**src/rtl/csr_access_ctrl_pkg.sv**
```systemverilog
// Shared CSR addresses, mstatus field positions and sequencer states
// for the CSR access controller.
package csr_access_ctrl_pkg;

    localparam logic [11:0] CSR_MSTATUS = 12'h300;
    localparam logic [11:0] CSR_MTVEC   = 12'h305;
    localparam logic [11:0] CSR_MEPC    = 12'h341;
    localparam logic [11:0] CSR_MCAUSE  = 12'h342;
    localparam logic [11:0] CSR_MTVAL   = 12'h343;

    localparam int MSTATUS_MIE    = 3;
    localparam int MSTATUS_MPIE   = 7;
    localparam int MSTATUS_MPP_LO = 11;
    localparam int MSTATUS_MPP_HI = 12;

    localparam logic [1:0] MTVEC_MODE_VECTORED = 2'b01;

    typedef enum logic [3:0] {
        ST_IDLE,
        ST_EX_WR,
        ST_T_EPC,
        ST_T_CAUSE,
        ST_T_TVAL,
        ST_T_MST,
        ST_T_VEC,
        ST_R_MST,
        ST_R_EPC
    } state_e;

    // Address space 0xC00-0xFFF is read-only by CSR address encoding.
    function automatic logic ro_csr(input logic [11:0] addr);
        return addr[11:10] == 2'b11;
    endfunction

endpackage

```
**src/rtl/csr_access_ctrl_trap_vec_calc.sv**
```systemverilog
// Trap target from mtvec and mcause: direct mode jumps to base,
// vectored mode adds 4*cause for interrupts (wraps modulo 2^XLEN).
module csr_access_ctrl_trap_vec_calc
    import csr_access_ctrl_pkg::*;
#(
    parameter int XLEN = 32
) (
    input  logic [XLEN-1:0] i_mtvec,
    input  logic [XLEN-1:0] i_cause,
    output logic [XLEN-1:0] o_pc
);

    logic [XLEN-1:0] w_base;
    logic [XLEN-1:0] w_offset;
    logic            w_vectored;
    logic            w_unused_cause;

    assign w_base     = {i_mtvec[XLEN-1:2], 2'b00};
    // 4*cause[XLEN-2:0]; the top cause bit falls off the end.
    assign w_offset   = {i_cause[XLEN-3:0], 2'b00};
    assign w_vectored = (i_mtvec[1:0] == MTVEC_MODE_VECTORED)
                      & i_cause[XLEN-1];
    assign w_unused_cause = i_cause[XLEN-2];

    assign o_pc = w_vectored ? (w_base + w_offset) : w_base;

endmodule

```
**src/rtl/csr_access_ctrl.sv**
```systemverilog
// CSR write-port sequencer for EX writes, trap entry and mret.
// Optional: define CSR_ACC_ILLEGAL_CHK_EN to drop EX writes to read-only CSRs.
module csr_access_ctrl
    import csr_access_ctrl_pkg::*;
#(
    parameter int         XLEN     = 32,
    parameter logic [1:0] MPP_MODE = 2'b11
) (
    input  logic            clk,
    input  logic            rst,
    input  logic            ex_req_valid,
    output logic            ex_req_ready,
    input  logic [11:0]     ex_req_addr,
    input  logic [XLEN-1:0] ex_req_wdata,
    input  logic            trap_req,
    input  logic [XLEN-1:0] trap_cause,
    input  logic [XLEN-1:0] trap_pc,
    input  logic [XLEN-1:0] trap_tval,
    output logic            trap_ack,
    input  logic            mret_req,
    output logic            mret_ack,
    output logic [11:0]     csr_raddr,
    input  logic [XLEN-1:0] csr_rdata,
    output logic            csr_wen,
    output logic [11:0]     csr_waddr,
    output logic [XLEN-1:0] csr_wdata,
    output logic            redirect_valid,
    output logic [XLEN-1:0] redirect_pc,
    output logic            busy,
    output logic            csr_illegal
);

    state_e          r_state;
    state_e          w_next;
    logic [11:0]     r_addr;
    logic [XLEN-1:0] r_wdata;
    logic [XLEN-1:0] r_cause;
    logic [XLEN-1:0] r_pc;
    logic [XLEN-1:0] r_tval;
    logic [XLEN-1:0] r_mstatus;
    logic [XLEN-1:0] w_vec_pc;
    logic [XLEN-1:0] w_trap_mst;
    logic [XLEN-1:0] w_mret_mst;
    logic            w_ex_hs;
    logic            w_ex_drop;
    logic            w_unused_pc;

    assign ex_req_ready = (r_state == ST_IDLE) & ~trap_req & ~mret_req;
    assign w_ex_hs      = ex_req_valid & ex_req_ready;
    assign busy         = (r_state != ST_IDLE);
    assign w_unused_pc  = ^r_pc[1:0];

`ifdef CSR_ACC_ILLEGAL_CHK_EN
    assign w_ex_drop = ro_csr(r_addr);
`else
    assign w_ex_drop = 1'b0;
`endif

    csr_access_ctrl_trap_vec_calc #(
        .XLEN (XLEN)
    ) u_vec (
        .i_mtvec (csr_rdata),
        .i_cause (r_cause),
        .o_pc    (w_vec_pc)
    );

    // mstatus images written on trap entry and on mret
    always_comb begin
        w_trap_mst = r_mstatus;
        w_trap_mst[MSTATUS_MPIE] = r_mstatus[MSTATUS_MIE];
        w_trap_mst[MSTATUS_MIE]  = 1'b0;
        w_trap_mst[MSTATUS_MPP_HI:MSTATUS_MPP_LO] = MPP_MODE;
        w_mret_mst = csr_rdata;
        w_mret_mst[MSTATUS_MIE]  = csr_rdata[MSTATUS_MPIE];
        w_mret_mst[MSTATUS_MPIE] = 1'b1;
        w_mret_mst[MSTATUS_MPP_HI:MSTATUS_MPP_LO] = MPP_MODE;
    end

    // State register
    always_ff @(posedge clk or posedge rst) begin
        if (rst) begin
            r_state <= ST_IDLE;
        end else begin
            r_state <= w_next;
        end
    end

    // Captured request data and the mstatus snapshot taken in T_EPC
    always_ff @(posedge clk or posedge rst) begin
        if (rst) begin
            r_addr    <= '0;
            r_wdata   <= '0;
            r_cause   <= '0;
            r_pc      <= '0;
            r_tval    <= '0;
            r_mstatus <= '0;
        end else begin
            if ((r_state == ST_IDLE) && trap_req) begin
                r_cause <= trap_cause;
                r_pc    <= trap_pc;
                r_tval  <= trap_tval;
            end
            if (w_ex_hs) begin
                r_addr  <= ex_req_addr;
                r_wdata <= ex_req_wdata;
            end
            if (r_state == ST_T_EPC) begin
                r_mstatus <= csr_rdata;
            end
        end
    end

    // Next state; in IDLE a trap beats mret, which beats an EX write
    always_comb begin
        w_next = r_state;
        unique case (r_state)
            ST_IDLE: begin
                if (trap_req) begin
                    w_next = ST_T_EPC;
                end else if (mret_req) begin
                    w_next = ST_R_MST;
                end else if (ex_req_valid) begin
                    w_next = ST_EX_WR;
                end
            end
            ST_EX_WR:   w_next = ST_IDLE;
            ST_T_EPC:   w_next = ST_T_CAUSE;
            ST_T_CAUSE: w_next = ST_T_TVAL;
            ST_T_TVAL:  w_next = ST_T_MST;
            ST_T_MST:   w_next = ST_T_VEC;
            ST_T_VEC:   w_next = ST_IDLE;
            ST_R_MST:   w_next = ST_R_EPC;
            ST_R_EPC:   w_next = ST_IDLE;
            default:    w_next = ST_IDLE;
        endcase
    end

    // Moore outputs decoded from state and captured registers
    always_comb begin
        csr_raddr      = '0;
        csr_wen        = 1'b0;
        csr_waddr      = '0;
        csr_wdata      = '0;
        redirect_valid = 1'b0;
        redirect_pc    = '0;
        trap_ack       = 1'b0;
        mret_ack       = 1'b0;
        csr_illegal    = 1'b0;
        unique case (r_state)
            ST_IDLE: begin
            end
            ST_EX_WR: begin
                csr_wen     = ~w_ex_drop;
                csr_waddr   = r_addr;
                csr_wdata   = r_wdata;
                csr_illegal = w_ex_drop;
            end
            ST_T_EPC: begin
                csr_raddr = CSR_MSTATUS;
                csr_wen   = 1'b1;
                csr_waddr = CSR_MEPC;
                csr_wdata = {r_pc[XLEN-1:2], 2'b00};
            end
            ST_T_CAUSE: begin
                csr_wen   = 1'b1;
                csr_waddr = CSR_MCAUSE;
                csr_wdata = r_cause;
            end
            ST_T_TVAL: begin
                csr_wen   = 1'b1;
                csr_waddr = CSR_MTVAL;
                csr_wdata = r_tval;
            end
            ST_T_MST: begin
                csr_wen   = 1'b1;
                csr_waddr = CSR_MSTATUS;
                csr_wdata = w_trap_mst;
            end
            ST_T_VEC: begin
                csr_raddr      = CSR_MTVEC;
                redirect_valid = 1'b1;
                redirect_pc    = w_vec_pc;
                trap_ack       = 1'b1;
            end
            ST_R_MST: begin
                csr_raddr = CSR_MSTATUS;
                csr_wen   = 1'b1;
                csr_waddr = CSR_MSTATUS;
                csr_wdata = w_mret_mst;
            end
            ST_R_EPC: begin
                csr_raddr      = CSR_MEPC;
                redirect_valid = 1'b1;
                redirect_pc    = {csr_rdata[XLEN-1:2], 2'b00};
                mret_ack       = 1'b1;
            end
            default: begin
            end
        endcase
    end

endmodule

```
**config.mk**
```make
export PLATFORM = sky130hd
export DESIGN_NAME = csr_access_ctrl
export DESIGN_NICKNAME = d
export VERILOG_FILES = /design/src/rtl/csr_access_ctrl_pkg.sv /design/src/rtl/csr_access_ctrl_trap_vec_calc.sv /design/src/rtl/csr_access_ctrl.sv
export SDC_FILE = /design/constraint.sdc
export NUM_CORES = 1
export LEC_CHECK = 0
export ABC_AREA = 1
export CORE_ASPECT_RATIO = 0.6
export CORE_UTILIZATION = 42
export CTS_BUF_LIST = sky130_fd_sc_hd__clkbuf_8
export DETAILED_ROUTE_END_ITERATION = 8
export PLACE_DENSITY = 0.78
export SYNTH_ARGS = -nofsm -noshare
export SYNTH_HDL_FRONTEND = slang
export SYNTH_HIERARCHICAL = 1
export SYNTH_SLANG_ARGS = --single-unit
```
**constraint.sdc**
```tcl
create_clock -name clk -period 8.02 [get_ports clk]
set_input_delay 0.802 -clock clk [delete_from_list [all_inputs] [get_ports clk]]
set_output_delay 0.802 -clock clk [all_outputs]
set_load 0.05 [all_outputs]
```
==> impl_metrics.tcl, run 1 <==
set metrics [dict create \
    cts.path.max_buffers 2 \
    insertion_delay_ns 0.47 \
    synth.avg_cell_area_um2 6.394 \
    cpMostUsedCell "buf_4" \
    gr-total-overflow 0 \
    die_y_um 130.2 \
    ys_warn_count 6 \
    fmax_mhz 194.1 \
    drtIter0Drc 1455 \
    finalSetupViolCount 0 \
    grt_pass1_wl_um 63400 \
    multi_input_area_um2 6003 \
    worst-path-stages 7 \
    cp_max_fo 46 \
    ys_types 31 \
    drc_errors 0 \
    drive_above_1_share 0.03635 \
    firstDrtPassIters 6 \
    ys.flop_type "dfrtp_1" \
    synth_seq_area_share 0.3722 \
    p_total_uw 5768 \
    whs_path_depth 2 \
    ctsHoldBuffers 0 \
    reg2reg_depth 9 \
    netlist_area_um2 11500 \
    seqCellArea_um2 4279 \
    fillers 2599 \
    root_buffer "clkbuf_8" \
    ctsResizeCount 0 \
    crit_required_ns 7.22 \
    worstSetupPathType "flip-flop to output port" \
    hpwl_um 30870 \
    cts_buffers 17 \
    min_path_type "flip-flop to flip-flop" \
    routed_wirelength_um 41850 \
    mostFrequentLayoutCell "nand2_1" \
    crit_arrival_ns 4.35 \
    tightestPinTransition_ns 1.270 \
    synthCells 1798 \
    port_buffers 259 \
    hold_viol_final 0 \
    slew_viol_final 0 \
    max_slew_margin 0.1514 \
    pwr_density_cell_nw_per_um2 394.6 \
    clk_pin_slew_ns 0.09 \
    synth_edf_count 0 \
    period_share 0.6424 \
    dieArea_um2 28060 \
    skew_ns 0.009565 \
    antenna_found_initial 1 \
    p_leak_uw 0.007564 \
    nets 2203 \
    cp-end-kind "output port" \
    cp_cell_sequence "nor2_4 -> buf_4 -> nand2_2 -> buf_4 -> nor2_4 -> buf_4 -> clkdlybuf4s50_1" \
    grt_max_degree 105 \
    cts_tree "built" \
    finalSetupTns_ns 0 \
    die_w_um 215.6 \
    start_util 0.4314 \
    placementRows 46 \
    cts_sinks 171 \
    htree_levels 4 \
    io_pins 272 \
    gp_congestion 0.9201 \
    crit_family "buffers and inverters" \
    post_cts_buffers 0 \
    grtUsageTotal 0.2944 \
    final_cell_mix "nand2_1 (649), clkdlybuf4s50_1 (258), nand3_1 (221)" \
    syn_to_final_growth_pct 27.12 \
    irDropWorstVdd_mv 0.2729 \
    grt_pass1_vias 11333 \
    ant_nets 0 \
    vias 12441 \
    wl_per_cell_um 17.67 \
    cp-start-kind "flip-flop" \
    critical-path-max-stage-delay_ns 0.90 \
    maxCapViolCount 0 \
    final.min_clock_period_ns 5.152 \
    avgViaCountPerCell 5.252 \
    ys_ff_latch 171 \
    crit_buf_inv 4 \
    rsz0062_at_grt "no" \
    worst_path_max_delay_cell "clkdlybuf4s50_1" \
    coreArea_um2 26650 \
    synth_async_sr_flop_share 1.000 \
    status "complete, no violations" \
]
==> worst min-delay path: stages (launching register included) <==
cell and delay [ns]:
dfrtp_1 0.35, nand2_1 0.05, nand2_1 0.05
==> power breakdown <==
part,switching (uW),internal [uW],total [uW]
sequential,259,1270,1530
combinational,2510,1080,3590
clock,332,312,644
total,3100,2670,5770
==> synthesized netlist by cell type, types with 16 or more instances <==
cell type / number / area share
nand2_1: 649 / 0.21
nand3_1: 221 / 0.096
inv_1: 202 / 0.066
nor2_1: 172 / 0.056
dfrtp_1: 171 / 0.37
o21ai_0: 151 / 0.066
clkbuf_1: 48 / 0.016
buf_2: 38 / 0.017
ha_1: 29 / 0.032
a21oi_1: 18 / 0.0078
o21ai_1: 16 / 0.0070
==> area by class of cell <==
class,count,area share
multi-input cells,1326,0.4108
flip-flops and latches,171,0.2928
repair buffers,274,0.1847
inverters,206,0.05325
well taps,360,0.03082
clock buffers,18,0.01695
clock inverters,13,0.01053
diodes,1,0.0001712
==> metal layers <==
layer  vias up  wire length (um)  global-route usage  part of all wire
li1       5984                 -                   -                 -
met1      5778             19310              0.4337              0.46
met2       617             18000              0.4439              0.43
met3        62              3706             0.05012             0.089
met4         0               828             0.08052             0.020
met5         -                 0                   0                 0
==> per-stage QoR <==
step	hold WS (ns)	util	cells	setup slack [ns]	cell area [um^2]
floorplan	0.4419	-	1806	2.586	11530
detailed placement	0.4589	0.5333	2337	3.061	14210
global route	0.5001	0.5484	2368	2.717	14610
CTS	0.4796	0.5484	2368	2.917	14610
finish	0.4782	0.5485	2369	2.868	14620
global placement	0.4529	0.5333	2337	3.071	14210
==> cell families (layout without fill, tap and decap cells) <==
group           count (synthesis)  count (layout)  synth area share
compound gates                193             193           0.08576
xor+xnor                       14              14           0.01067
fa+ha+maj                      30              30           0.03330
buf+inv                       309             511            0.1096
flops                         171             171            0.3722
other cells                     2              11         0.0006532
simple gates                 1079            1079            0.3879
==> worst paths after layout <==
path / end / slack [ns] / from
max: ex_req_ready / 2.87 / r_state[3]
min: r_wdata[28] / 0.48 / r_wdata[28]
max reg2reg: r_cause[10] / 3.78 / r_state[3]
min reg2reg: r_wdata[28] / 0.48 / r_wdata[28]
max in group asynchronous: r_mstatus[27] / 5.58 / rst
min in group asynchronous: r_pc[4] / 0.91 / rst
==> sequential cells by signal (all words and copies together), names as in the netlist <==
signal,count
r_wdata,32
r_state,4
r_cause,32
r_tval,32
r_addr,12
r_mstatus,29
r_pc,30
Note: power is estimated with default switching activity, not from simulation.
==> run 2, diff against run 1 <==
- PLACE_DENSITY: 0.78 -> 0.81
- clock period: 8.02 -> 4.6 ns (I/O delays scaled with it)
==> impl_metrics.tcl, run 2 (synthesis gave the netlist of run 1 again) <==
set metrics [dict create \
    finalSetupTns_ns 0 \
    swShare 0.5277 \
    gp_congestion 0.9419 \
    hold_viol_final 0 \
    routed_wirelength_um 41850 \
    power.share.clock 0.124 \
    multi_input_area_um2 6003 \
    worst_r2r_endpoint "r_wdata[28]" \
    worstSetupPathType "primary input to output port" \
    cts_buffers 17 \
    rr_startpoint "r_state[3]" \
    cts_sinks 171 \
    drc_errors 0 \
    crit_required_ns 4.14 \
    min_from "r_addr[10]" \
    drive_above_1_share 0.06043 \
    period_share 0.9169 \
    firstDrtPassIters 8 \
    htree_levels 4 \
    grt_pass1_vias 11452 \
    layout_setup_ws_ns 0.3821 \
    avgViaCountPerCell 5.207 \
    crit_arrival_ns 3.76 \
    ctsHoldBuffers 0 \
    clk_pin_slew_ns 0.10 \
    grt_pass1_wl_um 63770 \
    rsz0062_at_grt "no" \
    grt_max_degree 172 \
    netSwitchingPower_uw 5410 \
    gr-total-overflow 0 \
    port_buffers 259 \
    wl_met3_um 3828 \
    finalSetupViolCount 0 \
    reg2reg_depth 9 \
    status "complete, no violations" \
    antenna_found_initial 0 \
    reg.largest.list "r_cause (32), r_tval (32), r_wdata (32)" \
    final_cells 2379 \
    slew_viol_final 0 \
    sequentialPowerShare 0.262 \
    die_w_um 215.6 \
    vias 12388 \
    hold-worst-slack_ns 0.4805 \
    ant_nets 0 \
    whs_path_depth 2 \
    cts_tree "built" \
    p_leak_uw 0.007750 \
    irDropWorstVdd_mv 0.5640 \
    internal-power_uw 4841 \
    post_cts_buffers 0 \
    fillers 2568 \
    hpwl_um 31560 \
    maxCapViolCount 0 \
    fmax_mhz 237.1 \
    drtIter0Drc 1370 \
    io_pins 272 \
    cp_max_fo 4 \
    dieArea_um2 28060 \
    final.min_clock_period_ns 4.218 \
    final_cell_mix "nand2_1 (649), nand3_1 (221), clkdlybuf4s50_1 (221)" \
    grtUsageTotal 0.2960 \
    root_buffer "clkbuf_8" \
    seqCellArea_um2 4279 \
    start_util 0.4314 \
    place_inst 2347 \
    skew_ns 0.01169 \
    reg2reg_slack_ns 1.55 \
    top_layer_used "met4" \
    wl_per_cell_um 17.59 \
    ctsResizeCount 0 \
    die_y_um 130.2 \
    mostFrequentLayoutCell "nand2_1" \
    met1_length_um 19420 \
    nets 2213 \
    pwr_density_cell_nw_per_um2 693.5 \
    insertion_delay_ns 0.47 \
    diodes 0 \
    tightestPinTransition_ns 1.149 \
    max_slew_margin 0.2317 \
    coreArea_um2 26650 \
    hold_end "r_addr[10]" \
    met2_length_um 17950 \
    placementRows 46 \
    syn_to_final_growth_pct 28.57 \
    cts.path.max_buffers 2 \
    min_path_type "flip-flop to flip-flop" \
    pwr-share-comb 0.615 \
    pre_cts_ws_ns 0.4530 \
    cp-end-kind "output port" \
    cp-start-kind "primary input" \
]
-- run 2: cell count changes in the layout (fill, tap and decap cells not counted) --
cell and change:
clkinv_4 +1, clkdlybuf4s50_1 -37, clkinv_2 +4, inv_6 -2, diode_2 -1, inv_1 -1, buf_4 +37, bufinv_16 +3
clkbuf_8 -1, buf_12 +10, clkinvlp_4 -3
-- run 2: power by group through the flow --
stage | sequential [uW] | combinational, uW | clock [uW]
after floorplan | 2530 | 4390 | 0
after global placement | 2660 | 6130 | 0
after detailed placement | 2700 | 6220 | 0
after CTS | 2670 | 6250 | 1280
after global routing | 2750 | 6860 | 1340
final | 2680 | 6300 | 1270
-- run 2: critical path, cell delays in order --
cell	delay (ns)
clkdlybuf4s50_1	0.49
ha_1	0.32
fa_1	0.46
nand3_1	0.12
nand3_1	0.21
nand2_1	0.13
nand2_1	0.15
nand2_1	0.11
nand3_1	0.08
a31oi_1	0.18
nand2_1	0.07
o21ai_0	0.11
clkdlybuf4s50_1	0.87
-- run 2: metrics by stage --
step	util	cell area, um^2	total power, uW
3_5_place_dp	0.5373	14320	8919
2_1_floorplan	-	11530	6919
5_1_grt	0.5547	14780	10950
4_1_cts	0.5547	14780	10200
3_3_place_gp	0.5373	14320	8795
6_report	0.5547	14780	10250
-- run 2: metal layers --
layer / up-vias / GRT usage
met5: - / 0
met4: 0 / 0.06592
met3: 46 / 0.05897
met2: 590 / 0.4473
met1: 5742 / 0.4351
li1: 6010 / -
-- run 2: area by class of cell --
class                           count  share of cell area
Clock inverter                     15             0.01557
Sequential cell                   171              0.2895
Clock buffer                       17             0.01583
Timing Repair Buffer              284              0.1899
Inverter                          206             0.05256
Multi-Input combinational cell   1326              0.4061
Tap cell                          360             0.03047
-- run 2: worst max-delay path by stage --
stage	slack [ns]	cells after the start	start	endpoint
final	0.38	13	csr_rdata[2]	redirect_pc[16]
after detailed placement	0.45	13	csr_rdata[2]	redirect_pc[16]
after floorplan	1.75	13	csr_rdata[2]	redirect_pc[26]
after global placement	0.48	13	csr_rdata[2]	redirect_pc[16]
after CTS	0.44	13	csr_rdata[2]	redirect_pc[16]
after global routing	0.20	13	csr_rdata[2]	redirect_pc[16]
